==> config.mk <==
export PLATFORM = sky130hd
export DESIGN_NAME = div_seq_flat
export DESIGN_NICKNAME = d
export VERILOG_FILES = /design/src/rtl/div_seq_if.sv /design/src/rtl/div_seq.sv /design/src/flat_wrapper.sv
export SDC_FILE = /design/constraint.sdc
export NUM_CORES = 1
export LEC_CHECK = 0
export CAP_MARGIN = 0
export CORE_ASPECT_RATIO = 0.8
export CORE_MARGIN = 2
export CORE_UTILIZATION = 35
export DETAILED_ROUTE_END_ITERATION = 10
export PLACE_DENSITY = 0.57
export SLEW_MARGIN = 0
export SYNTH_ARGS = -nofsm -noshare
export SYNTH_HDL_FRONTEND = slang
export SYNTH_SLANG_ARGS = --single-unit
==> constraint.sdc <==
create_clock -name clk -period 7.53 [get_ports clk]
set_input_delay 1.8825 -clock clk [delete_from_list [all_inputs] [get_ports clk]]
set_output_delay 1.8825 -clock clk [all_outputs]
set_load 0.02 [all_outputs]
==> src/rtl/div_seq_if.sv <==
// Handshake bundle for the sequential FP divider: an operand channel
// (a, b, rnd) and a result channel (res), each with its own valid/ready pair.
interface div_seq_if #(
  parameter int W = 32
) ();
  logic         in_valid;
  logic         in_ready;
  logic [W-1:0] a;
  logic [W-1:0] b;
  logic [1:0]   rnd;
  logic         out_valid;
  logic         out_ready;
  logic [W-1:0] res;

  // Issuer side: drives operands and accepts results.
  modport master (
    output in_valid, a, b, rnd, out_ready,
    input  in_ready, out_valid, res
  );

  // Divider side.
  modport slave (
    input  in_valid, a, b, rnd, out_ready,
    output in_ready, out_valid, res
  );
endinterface

==> src/rtl/div_seq.sv <==
// Sequential binary32 divider (res = a / b) using radix-2 restoring division.
// One quotient bit per cycle, full subnormal support, four rounding modes,
// one operation in flight, valid/ready on both the operand and result sides.
module div_seq #(
  parameter int SIGN_W = 1,
  parameter int EXPO_W = 8,
  parameter int MANT_W = 23
) (
  input  logic       clk,
  input  logic       rst,
  div_seq_if.slave   bus
);
  localparam int W    = SIGN_W + EXPO_W + MANT_W;
  localparam int MW   = MANT_W + 1;          // significand incl. hidden bit
  localparam int QW   = MANT_W + 3;          // quotient bits == remainder width
  localparam int EW   = EXPO_W + 2;          // signed working exponent
  localparam int CW   = $clog2(QW);
  localparam int BIAS = 2**(EXPO_W-1) - 1;
  localparam int EMAX = 2**EXPO_W - 1;
  localparam logic signed [EW-1:0] BIAS_E    = EW'(BIAS);
  localparam logic [W-1:0]         QNAN_BIT  = W'(1) << (MANT_W-1);
  localparam logic [W-1:0]         CANON_NAN = {1'b0, {EXPO_W{1'b1}}, 1'b1, {(MANT_W-1){1'b0}}};

  typedef enum logic [2:0] {IDLE, PREP, ITER, ROUND, DONE} state_t;

  state_t                 state;
  logic [W-1:0]           a_q, b_q, res_q;
  logic [1:0]             rnd_q;
  logic                   sign_q, out_valid_q;
  logic signed [EW-1:0]   exp_q;
  logic [QW-1:0]          rem_q, quo_q;
  logic [MW-1:0]          div_q;
  logic [CW-1:0]          cnt_q;

  // Leading-zero count of a significand; MW when the input is zero.
  function automatic int lzc(input logic [MW-1:0] v);
    int n;
    n = MW;
    for (int i = 0; i < MW; i++) if (v[i]) n = MW - 1 - i;
    return n;
  endfunction

  assign bus.in_ready  = (state == IDLE) && !rst;
  assign bus.out_valid = out_valid_q;
  assign bus.res       = res_q;

  // Operand classification, subnormal normalisation and special-case results.
  logic [EXPO_W-1:0]    a_exp, b_exp;
  logic [MANT_W-1:0]    a_frac, b_frac;
  logic                 a_zero, a_inf, a_nan, b_zero, b_inf, b_nan, sign_c;
  logic [MW-1:0]        ma_raw, mb_raw, ma_n, mb_n;
  logic signed [EW-1:0] ea, eb, e_pre;
  logic                 special;
  logic [W-1:0]         special_res;
  int                   la, lb;

  always_comb begin
    // NOTE: every always_comb output gets a default first so no path leaves it unassigned (no latch).
    special     = 1'b0;
    special_res = '0;
    a_exp  = a_q[MANT_W +: EXPO_W];
    b_exp  = b_q[MANT_W +: EXPO_W];
    a_frac = a_q[MANT_W-1:0];
    b_frac = b_q[MANT_W-1:0];
    sign_c = a_q[W-1] ^ b_q[W-1];
    a_zero = (a_exp == '0) && (a_frac == '0);
    b_zero = (b_exp == '0) && (b_frac == '0);
    a_inf  = (a_exp == '1) && (a_frac == '0);
    b_inf  = (b_exp == '1) && (b_frac == '0);
    a_nan  = (a_exp == '1) && (a_frac != '0);
    b_nan  = (b_exp == '1) && (b_frac != '0);
    ma_raw = {a_exp != '0, a_frac};
    mb_raw = {b_exp != '0, b_frac};
    la     = lzc(ma_raw);
    lb     = lzc(mb_raw);
    ma_n   = ma_raw << la;
    mb_n   = mb_raw << lb;
    ea     = (a_exp == '0) ? EW'(1 - la) : EW'(a_exp);
    eb     = (b_exp == '0) ? EW'(1 - lb) : EW'(b_exp);
    e_pre  = ea - eb + BIAS_E;
    if (a_nan || b_nan) begin
      special     = 1'b1;
      special_res = (a_nan ? a_q : b_q) | QNAN_BIT;
    end else if ((a_zero && b_zero) || (a_inf && b_inf)) begin
      special     = 1'b1;
      special_res = CANON_NAN;
    end else if (a_inf || b_zero) begin
      special     = 1'b1;
      special_res = {sign_c, {EXPO_W{1'b1}}, {MANT_W{1'b0}}};
    end else if (a_zero || b_inf) begin
      special     = 1'b1;
      special_res = {sign_c, {(W-1){1'b0}}};
    end
  end

  // One restoring-division step: subtract the divisor if it fits.
  logic [QW:0]   trial;
  logic          qbit;
  logic [QW-1:0] rem_nxt;

  always_comb begin
    trial   = {1'b0, rem_q} - {{(QW+1-MW){1'b0}}, div_q};
    qbit    = !trial[QW];
    rem_nxt = qbit ? trial[QW-1:0] : rem_q;
  end

  // Normalise, denormalise on underflow, round, and saturate on overflow.
  logic [QW-1:0]              n;
  logic signed [EW-1:0]       e_n;
  logic                       st, carry;
  logic [EXPO_W-1:0]          e_field;
  logic [EXPO_W+MANT_W-1:0]   sum;
  logic [W-1:0]               round_res;
  int                         sh;

  always_comb begin
    n     = quo_q[QW-1] ? quo_q : {quo_q[QW-2:0], 1'b0};
    e_n   = quo_q[QW-1] ? exp_q : exp_q - EW'(1);
    st    = (rem_q != '0);
    sh    = 0;
    carry = 1'b0;
    if (e_n < 1) begin
      sh = 1 - int'(e_n);
      if (sh > QW-1) sh = QW-1;
      for (int i = 0; i < QW; i++) if (i < sh) st = st | n[i];
      n = n >> sh;
    end
    // The hidden bit survives only for normal results, so it selects the field.
    e_field = n[QW-1] ? e_n[EXPO_W-1:0] : '0;
    case (rnd_q)
      2'b11:   carry = n[1] && (n[2] || n[0] || st);
      2'b10:   carry = !sign_q && (n[1] || n[0] || st);
      2'b01:   carry = sign_q && (n[1] || n[0] || st);
      default: carry = 1'b0;
    endcase
    // A mantissa carry-out ripples into the exponent field.
    sum = {e_field, n[QW-2:2]} + {{(EXPO_W+MANT_W-1){1'b0}}, carry};
    if (e_n >= EMAX) begin
      if ((rnd_q[1] && !sign_q) || (rnd_q[0] && sign_q))
        round_res = {sign_q, {EXPO_W{1'b1}}, {MANT_W{1'b0}}};
      else
        round_res = {sign_q, EXPO_W'(EMAX-1), {MANT_W{1'b1}}};
    end else begin
      round_res = {sign_q, sum};
    end
  end

  // Control FSM and datapath registers.
  always_ff @(posedge clk) begin
    // NOTE: state registers use non-blocking assignment so every register samples pre-edge values.
    if (rst) begin
      // NOTE: all registers are flops (no RAM arrays), so clearing them in reset is free of side effects.
      state       <= IDLE;
      a_q         <= '0;
      b_q         <= '0;
      rnd_q       <= '0;
      sign_q      <= 1'b0;
      exp_q       <= '0;
      rem_q       <= '0;
      quo_q       <= '0;
      div_q       <= '0;
      cnt_q       <= '0;
      out_valid_q <= 1'b0;
      res_q       <= '0;
    end else begin
      case (state)
        IDLE: if (bus.in_valid) begin
          a_q   <= bus.a;
          b_q   <= bus.b;
          rnd_q <= bus.rnd;
          state <= PREP;
        end
        PREP: begin
          sign_q <= sign_c;
          if (special) begin
            res_q       <= special_res;
            out_valid_q <= 1'b1;
            state       <= DONE;
          end else begin
            exp_q <= e_pre;
            rem_q <= QW'(ma_n);
            div_q <= mb_n;
            quo_q <= '0;
            cnt_q <= '0;
            state <= ITER;
          end
        end
        ITER: begin
          rem_q <= rem_nxt << 1;
          quo_q <= {quo_q[QW-2:0], qbit};
          cnt_q <= cnt_q + CW'(1);
          if (cnt_q == CW'(QW-1)) state <= ROUND;
        end
        ROUND: begin
          res_q       <= round_res;
          out_valid_q <= 1'b1;
          state       <= DONE;
        end
        DONE: if (bus.out_ready) begin
          out_valid_q <= 1'b0;
          state       <= IDLE;
        end
        default: state <= IDLE;
      endcase
    end
  end
endmodule

==> src/flat_wrapper.sv <==
// flat-port wrapper written by rule: the top's interface ports become plain ports
module div_seq_flat 
#(
  parameter int SIGN_W = 1,
  parameter int EXPO_W = 8,
  parameter int MANT_W = 23
)
  (clk, rst, bus_in_valid, bus_a, bus_b, bus_rnd, bus_out_ready, bus_in_ready, bus_out_valid, bus_res);
  div_seq_if #(.W(32)) bus_i ();
  input  logic clk;
  input  logic rst;
  input wire logic [$bits(bus_i.in_valid)-1:0] bus_in_valid;
  input wire logic [$bits(bus_i.a)-1:0] bus_a;
  input wire logic [$bits(bus_i.b)-1:0] bus_b;
  input wire logic [$bits(bus_i.rnd)-1:0] bus_rnd;
  input wire logic [$bits(bus_i.out_ready)-1:0] bus_out_ready;
  output wire logic [$bits(bus_i.in_ready)-1:0] bus_in_ready;
  output wire logic [$bits(bus_i.out_valid)-1:0] bus_out_valid;
  output wire logic [$bits(bus_i.res)-1:0] bus_res;
  assign bus_i.in_valid = bus_in_valid;
  assign bus_i.a = bus_a;
  assign bus_i.b = bus_b;
  assign bus_i.rnd = bus_rnd;
  assign bus_i.out_ready = bus_out_ready;
  assign bus_in_ready = bus_i.in_ready;
  assign bus_out_valid = bus_i.out_valid;
  assign bus_res = bus_i.res;
  div_seq #(.SIGN_W(SIGN_W), .EXPO_W(EXPO_W), .MANT_W(MANT_W)) u_core (.clk(clk), .rst(rst), .bus(bus_i));
endmodule
Word level (Yosys, flattened, before mapping) --
Cells that the tools add are included. Widths: inputs -> output; s select.
Operators by class: bitwise logic cells 28, equality and inequality tests 15, add/sub/neg operators 9, reduce and logical (&&, ||, !) cells 45, shift-type cells 3, muxes and demuxes 137, order comparisons 29
Operators with widths (number):
- $mux 32 | 31
- $lt 6x32->1 const A | 10
- $lt 5x32->1 const A | 8
- $lt 4x32->1 const A | 4
- $mux 26 | 4
- $pmux 26 s2 | 2
- $mux 5 | 17
- $lt 3x32->1 const A | 2
- $pmux 32 s2 | 1
- $mux 1 | 58
- $logic_not 23->1 | 2
- $reduce_bool 23->1 | 2
- $mux 4 | 9
- $gt 32x6->1 const B | 1
- $lt 1x32->1 const A | 1
- $lt 2x32->1 const A | 1
- $shl 24x32->24 | 1
- $shr 26x32->26 | 1
- $add 31x1->31 | 1
- $mux 31 | 1
- $mux 10 | 3
- $sub 26x24->27 | 1
- $or 1x1->1 | 26
- $reduce_bool 26->1 | 1
- 38 further kinds | 78
Word-level totals: output and inout bits 34, word-level logic and storage cells 278, input port bits 70, bits in registers 194

Longest topological paths before layout --
Gate-level depths: netlist of run 1.
depth after elaboration 90, mapped depth 32, depth with buffers taken out 26

Worst setup path after synthesis of run 1 --
OpenSTA, ideal clock, no wires.
kind reg2reg, start point register u_core.exp_q[0], end point register u_core.res_q[22] (netlist: u_core.bus.res[22]), arrival 6.549 ns, required time 7.469 ns, stages on the path, launching flop included 31, clock period less this slack 6.609 ns, path buffers 4, library setup time 0.061 ns, slack 0.921 ns, path through dfxtp_1 -> buf_2 -> inv_1 -> ha_1 -> nor2b_1 -> a21oi_1 -> clkbuf_1 -> inv_1 -> clkbuf_1 -> ha_1 -> a21oi_1 -> nor3_1 -> a21oi_1 -> buf_4 -> and4_2 -> nand2_4 -> a2111oi_4 -> a2bb2oi_1 -> or3b_2 -> o21ai_0 -> nand2_1 -> o21ai_0 -> a21oi_1 -> a22oi_1 -> ha_1 -> ha_1 -> nand2b_1 -> or4_4 -> o31a_1 -> o311ai_1 -> a32o_1
Between the ends: longest elaborated chain between the ends 90, elaborated cells on any way between the ends 124, those cells by class add/sub: 3; order compare: 29; shift: 1; mux: 59; bitwise: 25; reduce/logical: 7
RTL lines:
- from (decl) | RTL line div_seq.sv:30 | logic signed [EW-1:0] exp_q;
- from (signal assigned) | RTL line div_seq.sv:180 | exp_q <= e_pre;
- $sub 10x2->10 | RTL line div_seq.sv:118 | e_n = quo_q[QW-1] ? exp_q : exp_q - EW'(1);
- $mux 10 * | RTL line div_seq.sv:118
- $sub 2x10->11 | RTL line div_seq.sv:123 | sh = 1 - int'(e_n);
- $gt 32x6->1 | RTL line div_seq.sv:124 | if (sh > QW-1) sh = QW-1;
- $mux 32 | RTL line div_seq.sv:124
- $mux 32 | RTL line div_seq.sv:122 | if (e_n < 1) begin
- $lt 1x32->1 | RTL line div_seq.sv:125 | for (int i = 0; i < QW; i++) if (i < sh) st = st | n[i];
- $mux 1 | RTL line div_seq.sv:125
- [... 74 more ...]
- $mux 1 | RTL line div_seq.sv:125
- $mux 1 | RTL line div_seq.sv:122
- $logic_or 1x1->1, on equally long branches | RTL line div_seq.sv:132, div_seq.sv:133, div_seq.sv:131
- $logic_and 1x1->1, on equally long branches | RTL line div_seq.sv:133, div_seq.sv:131, div_seq.sv:132
- $pmux 1 s3 | RTL line div_seq.sv:130 | case (rnd_q)
- $add 31x1->31 | RTL line div_seq.sv:137 | sum = {e_field, n[QW-2:2]} + {{(EXPO_W+MANT_W-1){1'b0}}, carry};
- $mux 31 * | RTL line div_seq.sv:138 | if (e_n >= EMAX) begin
- $pmux 32 s2 * | RTL line div_seq.sv:166 | case (state)
- to (signal assigned) | RTL line div_seq.sv:176 | res_q <= special_res;
- to (signal assigned) | RTL line div_seq.sv:195 | res_q <= round_res;
- to (decl) | RTL line div_seq.sv:27 | logic [W-1:0] a_q, b_q, res_q;
Mark *: on every way between the ends. The rest lies on a longest branch, timed or not. The select of a mux whose other input is x is not followed. A chain may end at the register's enable or synchronous reset.

Worst setup path after layout of run 1 --
start point register u_core.exp_q[1], end point register u_core.res_q[22] (netlist: u_core.bus.res[22])
The elaborated chain is that of the path after synthesis.

==> results of run 1 <==
cells by family after synthesis:
| family | Yosys count | share of synthesized area |
|---|---|---|
| AND/OR/NAND/NOR | 896 | 0.2541 |
| AO/OA/AOI/OAI | 743 | 0.2917 |
| buffers and inverters | 243 | 0.05940 |
| flip-flops | 194 | 0.2311 |
| multiplexers | 144 | 0.09052 |
| XOR/XNOR | 57 | 0.03149 |
| adder cells (fa/ha/maj) | 55 | 0.04183 |
sequential cells by signal, indices dropped and copies added (netlist names), 3 cells and up:
register,flops
u_core.a_q,32
u_core.rem_q,26
u_core.div_q,24
u_core.bus.res,32
u_core.exp_q,10
u_core.state,3
u_core.cnt_q,5
u_core.b_q,32
u_core.quo_q,26
power groups by stage:
stage,Combinational [uW],Clock (uW),Sequential (uW)
after floorplan,2960,0,1180
after global placement,4450,0,1250
after detailed placement,4380,0,1250
after CTS,4410,973,1230
after global routing,4870,1010,1250
final,4570,960,1240
worst max-delay path, cell delays in order, from the launching register on:
cell      delay [ns]
dfxtp_1         0.55
inv_1           0.11
ha_1            0.31
nor2b_1         0.18
xnor2_1         0.45
ha_1            0.34
a21oi_1         0.32
nor3_1          0.09
a21oi_1         0.48
buf_4           0.24
nand4_1         0.17
nor3_1          0.59
a31oi_1         0.15
nor2_1          0.12
nor2_1          0.05
a311oi_1        0.41
a22oi_1         0.17
a21oi_1         0.17
o21ai_0         0.08
a22oi_1         0.18
ha_1            0.22
ha_1            0.17
nand2b_1        0.18
or4_4           0.58
o31a_1          0.31
o311ai_1        0.24
a32o_1          0.16
metal layers:
layer  vias to the layer above  routed length (um)  GRT usage
met5                         -                  13          0
met4                         2                1090    0.06247
met3                        67                8016    0.08156
met2                       833               29130     0.4000
met1                      9198               40520     0.4969
li1                       8696                   -          -
final cells by class:
| cell class | count | area, um^2 | area share |
|---|---|---|---|
| diodes | 1 | 2.502 | 0.0001302 |
| clock buffers | 17 | 425.4 | 0.02213 |
| clock inverters | 15 | 167.7 | 0.008722 |
| inverters | 70 | 262.8 | 0.01367 |
| multi-input cells | 1895 | 12020 | 0.6253 |
| flip-flops and latches | 194 | 3885 | 0.2021 |
| well taps | 620 | 775.7 | 0.04036 |
| repair buffers | 187 | 1684 | 0.08761 |
through the flow:
step | cells | area (um^2)
after floorplan | 2332 | 16810
final | 2999 | 19220
after CTS | 2998 | 19210
after global placement | 2966 | 18620
after detailed placement | 2966 | 18620
after global routing | 2998 | 19220
cell usage in the layout (no fill, tap or decap), drive strengths merged, types with 21 or more instances in the layout:
cell / instances
nand2: 316
a21oi: 243
nor2: 217
dfxtp: 194
o21ai: 131
mux2i: 107
clkdlybuf4s50: 102
nand3: 98
buf: 85
nor3: 77
inv: 76
ha: 53
o211ai: 38
a211oi: 38
nor4: 37
xnor2: 36
a31oi: 35
mux2: 34
a21o: 26
nand4: 25
a221oi: 22
and3: 21
xor2: 21
path summary, 6_finish.rpt:
| path | startpoint | to |
|---|---|---|
| max | u_core.exp_q[1] | u_core.bus.res[22] |
| min | u_core.div_q[6] | u_core.div_q[6] |
| max reg2reg | u_core.exp_q[1] | u_core.bus.res[22] |
| min reg2reg | u_core.div_q[6] | u_core.div_q[6] |
timing repair:
| item | 4_1_cts | 5_1_grt |
|---|---|---|
| setup buffers | 0 | 0 |
| setup endpoints to repair | 0 | 18 |
| resized for setup | 0 | 3 |
==> results.cfg, run 1 <==
[flow_run]
cap_violations = 0

[setup_path]
cp.arrival_ns = 7.52
r2r.worst_path.cells = 26
reg2reg_setup_slack_ns = 0.43
critical_path_class = flip-flop to flip-flop
endpoint_kind = flip-flop
crit_required_ns = 7.95
start_kind = flip-flop
crit_fanout = 9

[run_status]
outcome = finished clean

[synthesis]
synthCells = 2332
async_reset_ff_frac = 0
syn_avg_cell_area_um2 = 7.208
ys_seq_area_frac = 0.2311
syn-num-nets = 2457
synth-edff-count = 0
synth_most_common_cell = nand2_1
syn_area_um2 = 16810
synth_top_area_cell = dfxtp_1
synth_ff_type = dfxtp_1
synth_cell_types = 107
synthTopCellsByCount = nand2_1 (314), a21oi_1 (241), nor2_1 (214)
synthTopCellsByArea = dfxtp_1 (23%), a21oi_1 (7.2%), nand2_1 (7.0%), mux2i_1 (6.4%), nor2_1 (4.8%)
ys_ff_latch = 194
synth_top_area_share = 0.2311
yosysWarningCount = 0

[route]
vias = 18800
first_pass_iters = 5
drcViolationCount = 0
wl_per_cell_um = 26.27
drtAntennaViolNets = 0
wl_um = 78770
vias_per_cell = 6.267
initialDrtViolationCount = 2033

[clock_network]
cts_buffers = 17
postCtsHoldBufs = 0
cts_max_path_buffers = 2
cts_tree = yes
clock_sinks = 194
clkSlewWorstSetupHoldPaths_ns = 0.08
insertion_delay_ns = 0.48
htree_levels = 4
root_buffer = clkbuf_16

[place]
gp_congestion = 1.014
hpwl_um = 60570
portBuffers = 103
dp_slack_ns = 0.2826

[global_route]
track_usage = 0.3105
antenna_found_initial = 1
grt_pass1_wl_um = 115800
overflow = 0
grt_max_degree = 85
grt_pass1_vias = 17150

[pwr]
p_seq_frac = 0.183
p_leak_uw = 0.007140
max-vdd-ir-drop_mv = 0.2147
pwr-share-clk = 0.142
power.switching_uw = 3697
power.internal_uw = 3074
comb_power_share = 0.675
p_total_uw = 6771
p_per_area_nw_per_um2 = 352.3
netSwitchingFraction = 0.5461

[sta]
max_freq_ghz = 0.1408
clock_skew_ns = 0.01584
period_minus_slack_ns = 7.102
fin_crit_sh = 0.9431
hold_viol = 0
rsz0062_at_grt = false
layout_setup_ws_ns = 0.4283
slew_headroom = 0.1746
setup-violations-final = 0
whs_ns = 0.4602
finalSetupTns_ns = 0
worstMarginPinSlew_ns = 1.238
drv_slew = 0

[floorplanning]
num_rows = 71
chipWidth_um = 249.0
io_pins = 104
start_util = 0.3563
die-area_um2 = 49800
die-height_um = 200.0
design.core.area_um2 = 47170

[cells_and_area]
area_delta_synth_final_pct = 14.36
postLayoutCoreUtil = 0.4075
drive_above_1_share = 0.09672
nFillCells = 4983
nets = 2490

[worst_hold_path]
min_path_type = flip-flop to flip-flop
hold_depth = 2
(Power assumes the default switching activity.)
==> run 2: changes to the inputs <==
CORE_MARGIN = 5   (was 2)
==> run 2 against run 1 <==
Compared with the run above: utilization about the same; hold slack got worse by 0.0030 ns; sequential share of layout area about the same; clock power increased by 2.7%; setup slack got worse by 0.0078 ns; critical endpoint is now u_core.bus.res[20]; largest power group unchanged; via count increased by 1.1%.
==> results.cfg, run 2 (synthesis results as in run 1) <==
[floorplanning]
die-height_um = 206.0
io_pins = 104
num_rows = 71
design.core.area_um2 = 47260
chipWidth_um = 255.0
die-area_um2 = 52530
start_util = 0.3557

[sta]
setup-violations-final = 0
period_minus_slack_ns = 7.109
drv_slew = 0
max_freq_ghz = 0.1407
worstMarginPinSlew_ns = 1.297
slew_headroom = 0.1129
finalSetupTns_ns = 0
hold_viol = 0
fin_crit_sh = 0.9442
clock_skew_ns = 0.01449
rsz0062_at_grt = false

[cells_and_area]
area_delta_synth_final_pct = 14.63
final_common_cell = nand2_1
drive_above_1_share = 0.09853
nFillCells = 4964
nets = 2497
final_cell_mix = nand2_1 (314), a21oi_1 (239), nor2_1 (213)
final_cell_area_um2 = 19270
multi_input_area_um2 = 12000
seq_area_um2 = 3885

[setup_path]
critPathLaunch = u_core.exp_q[1]
crit_required_ns = 7.95
critical_path_class = flip-flop to flip-flop
reg2reg_to = u_core.bus.res[20]
worstSetupEndpoint = u_core.bus.res[20]
cpPeakStageDelay_ns = 0.57
cp.arrival_ns = 7.53
r2r.worst_path.cells = 28
endpoint_kind = flip-flop
timing.rr.start = u_core.exp_q[1]
crit_family = simple AND/OR/NAND/NOR gates
path_depth = 28
crit_fanout = 16
cp.buffers_inverters = 5
cp_slowest_cell = dfxtp_1
reg2reg_setup_slack_ns = 0.42
start_kind = flip-flop

[clock_network]
cts_tree = yes
clock_sinks = 194
postCtsHoldBufs = 0
cts_max_path_buffers = 2
root_buffer = clkbuf_16
clkSlewWorstSetupHoldPaths_ns = 0.08
insertion_delay_ns = 0.48
htree_levels = 4
cts_buffers = 17

[global_route]
antenna_found_initial = 3
track_usage = 0.2939
grt_pass1_wl_um = 117200
grt_max_degree = 92
overflow = 0
grt_pass1_vias = 17460

[pwr]
p_per_area_nw_per_um2 = 357.0
p_leak_uw = 0.007172
max-vdd-ir-drop_mv = 0.2539

[route]
drcViolationCount = 0
initialDrtViolationCount = 2290
vias = 19010
wl_um = 79360
first_pass_iters = 9
vias_per_cell = 6.323
drtAntennaViolNets = 0
wl_per_cell_um = 26.39

[place]
gp_congestion = 1.004
hpwl_um = 61320
dpl-instance-area_um2 = 18630
portBuffers = 103

[worst_hold_path]
min_path_type = flip-flop to flip-flop

[flow_run]
cap_violations = 0

[run_status]
outcome = finished clean
run 2: repair_timing:
action,CTS,global route
resized for setup,0,3
setup endpoints to repair,0,3
setup buffers,0,0
run 2: through the flow:
step / hold slack (ns) / util / power (uW) / setup WS [ns] / std cells
finish: 0.4572 / 0.4077 / 6879 / 0.4205 / 3007
floorplan: 0.4319 / - / 4144 / 0.9205 / 2332
global route: 0.4863 / 0.4076 / 7183 / 0.006779 / 3005
detailed placement: 0.4516 / 0.3943 / 5696 / 0.5133 / 2973
global placement: 0.4478 / 0.3943 / 5788 / 0.5168 / 2973
CTS: 0.4633 / 0.4073 / 6703 / 0.4593 / 3005
run 2: worst min-delay path by stage:
| stage | slack (ns) | depth (start not counted) | end | from |
|---|---|---|---|---|
| after detailed placement | 0.45 | 2 | u_core.div_q[6] | u_core.div_q[6] |
| after CTS | 0.46 | 2 | u_core.div_q[6] | u_core.div_q[6] |
| after floorplan | 0.43 | 2 | u_core.div_q[6] | u_core.div_q[6] |
| final | 0.46 | 2 | u_core.div_q[6] | u_core.div_q[6] |
| after global routing | 0.49 | 2 | u_core.div_q[23] | u_core.div_q[23] |
| after global placement | 0.45 | 2 | u_core.div_q[6] | u_core.div_q[6] |
run 2: routing by layer:
metal,GRT usage,share of wire,vias to the layer above
li1,-,-,8721
met1,0.4780,0.50,9191
met2,0.3656,0.36,994
met3,0.09587,0.12,104
met4,0.05225,0.016,2
met5,0.005714,0.00048,-
run 2: where the power goes:
part | switching (uW) | total (uW) | internal [uW]
Sequential | 135 | 1240 | 1100
Combinational | 3180 | 4660 | 1480
Clock | 505 | 986 | 481
Total | 3820 | 6880 | 3060
run 2: worst reg2reg max path, delay by kind of cell (launching register included):
kind                     cells  cell delay [ns]
buffers and inverters        5             1.07
AO/OA/AOI/OAI                6             1.45
adder cells (fa/ha/maj)      4             1.18
flip-flops                   1             0.57
AND/OR/NAND/NOR             12             2.33
XOR/XNOR                     1             0.43
run 2: cell type report:
cell class / count / share of cell area
Tap cell: 620 / 0.04026
Clock inverter: 15 / 0.009806
Timing Repair Buffer: 194 / 0.08949
Clock buffer: 17 / 0.02208
Inverter: 70 / 0.01364
Sequential cell: 194 / 0.2016
Multi-Input combinational cell: 1895 / 0.6228
Antenna cell: 2 / 0.0002598
==> run 3: changes to the inputs <==
CAP_MARGIN = not set   (was 0)
==> results of run 3 <==
Final layout, timing and power as in run 2 (identical DEF).
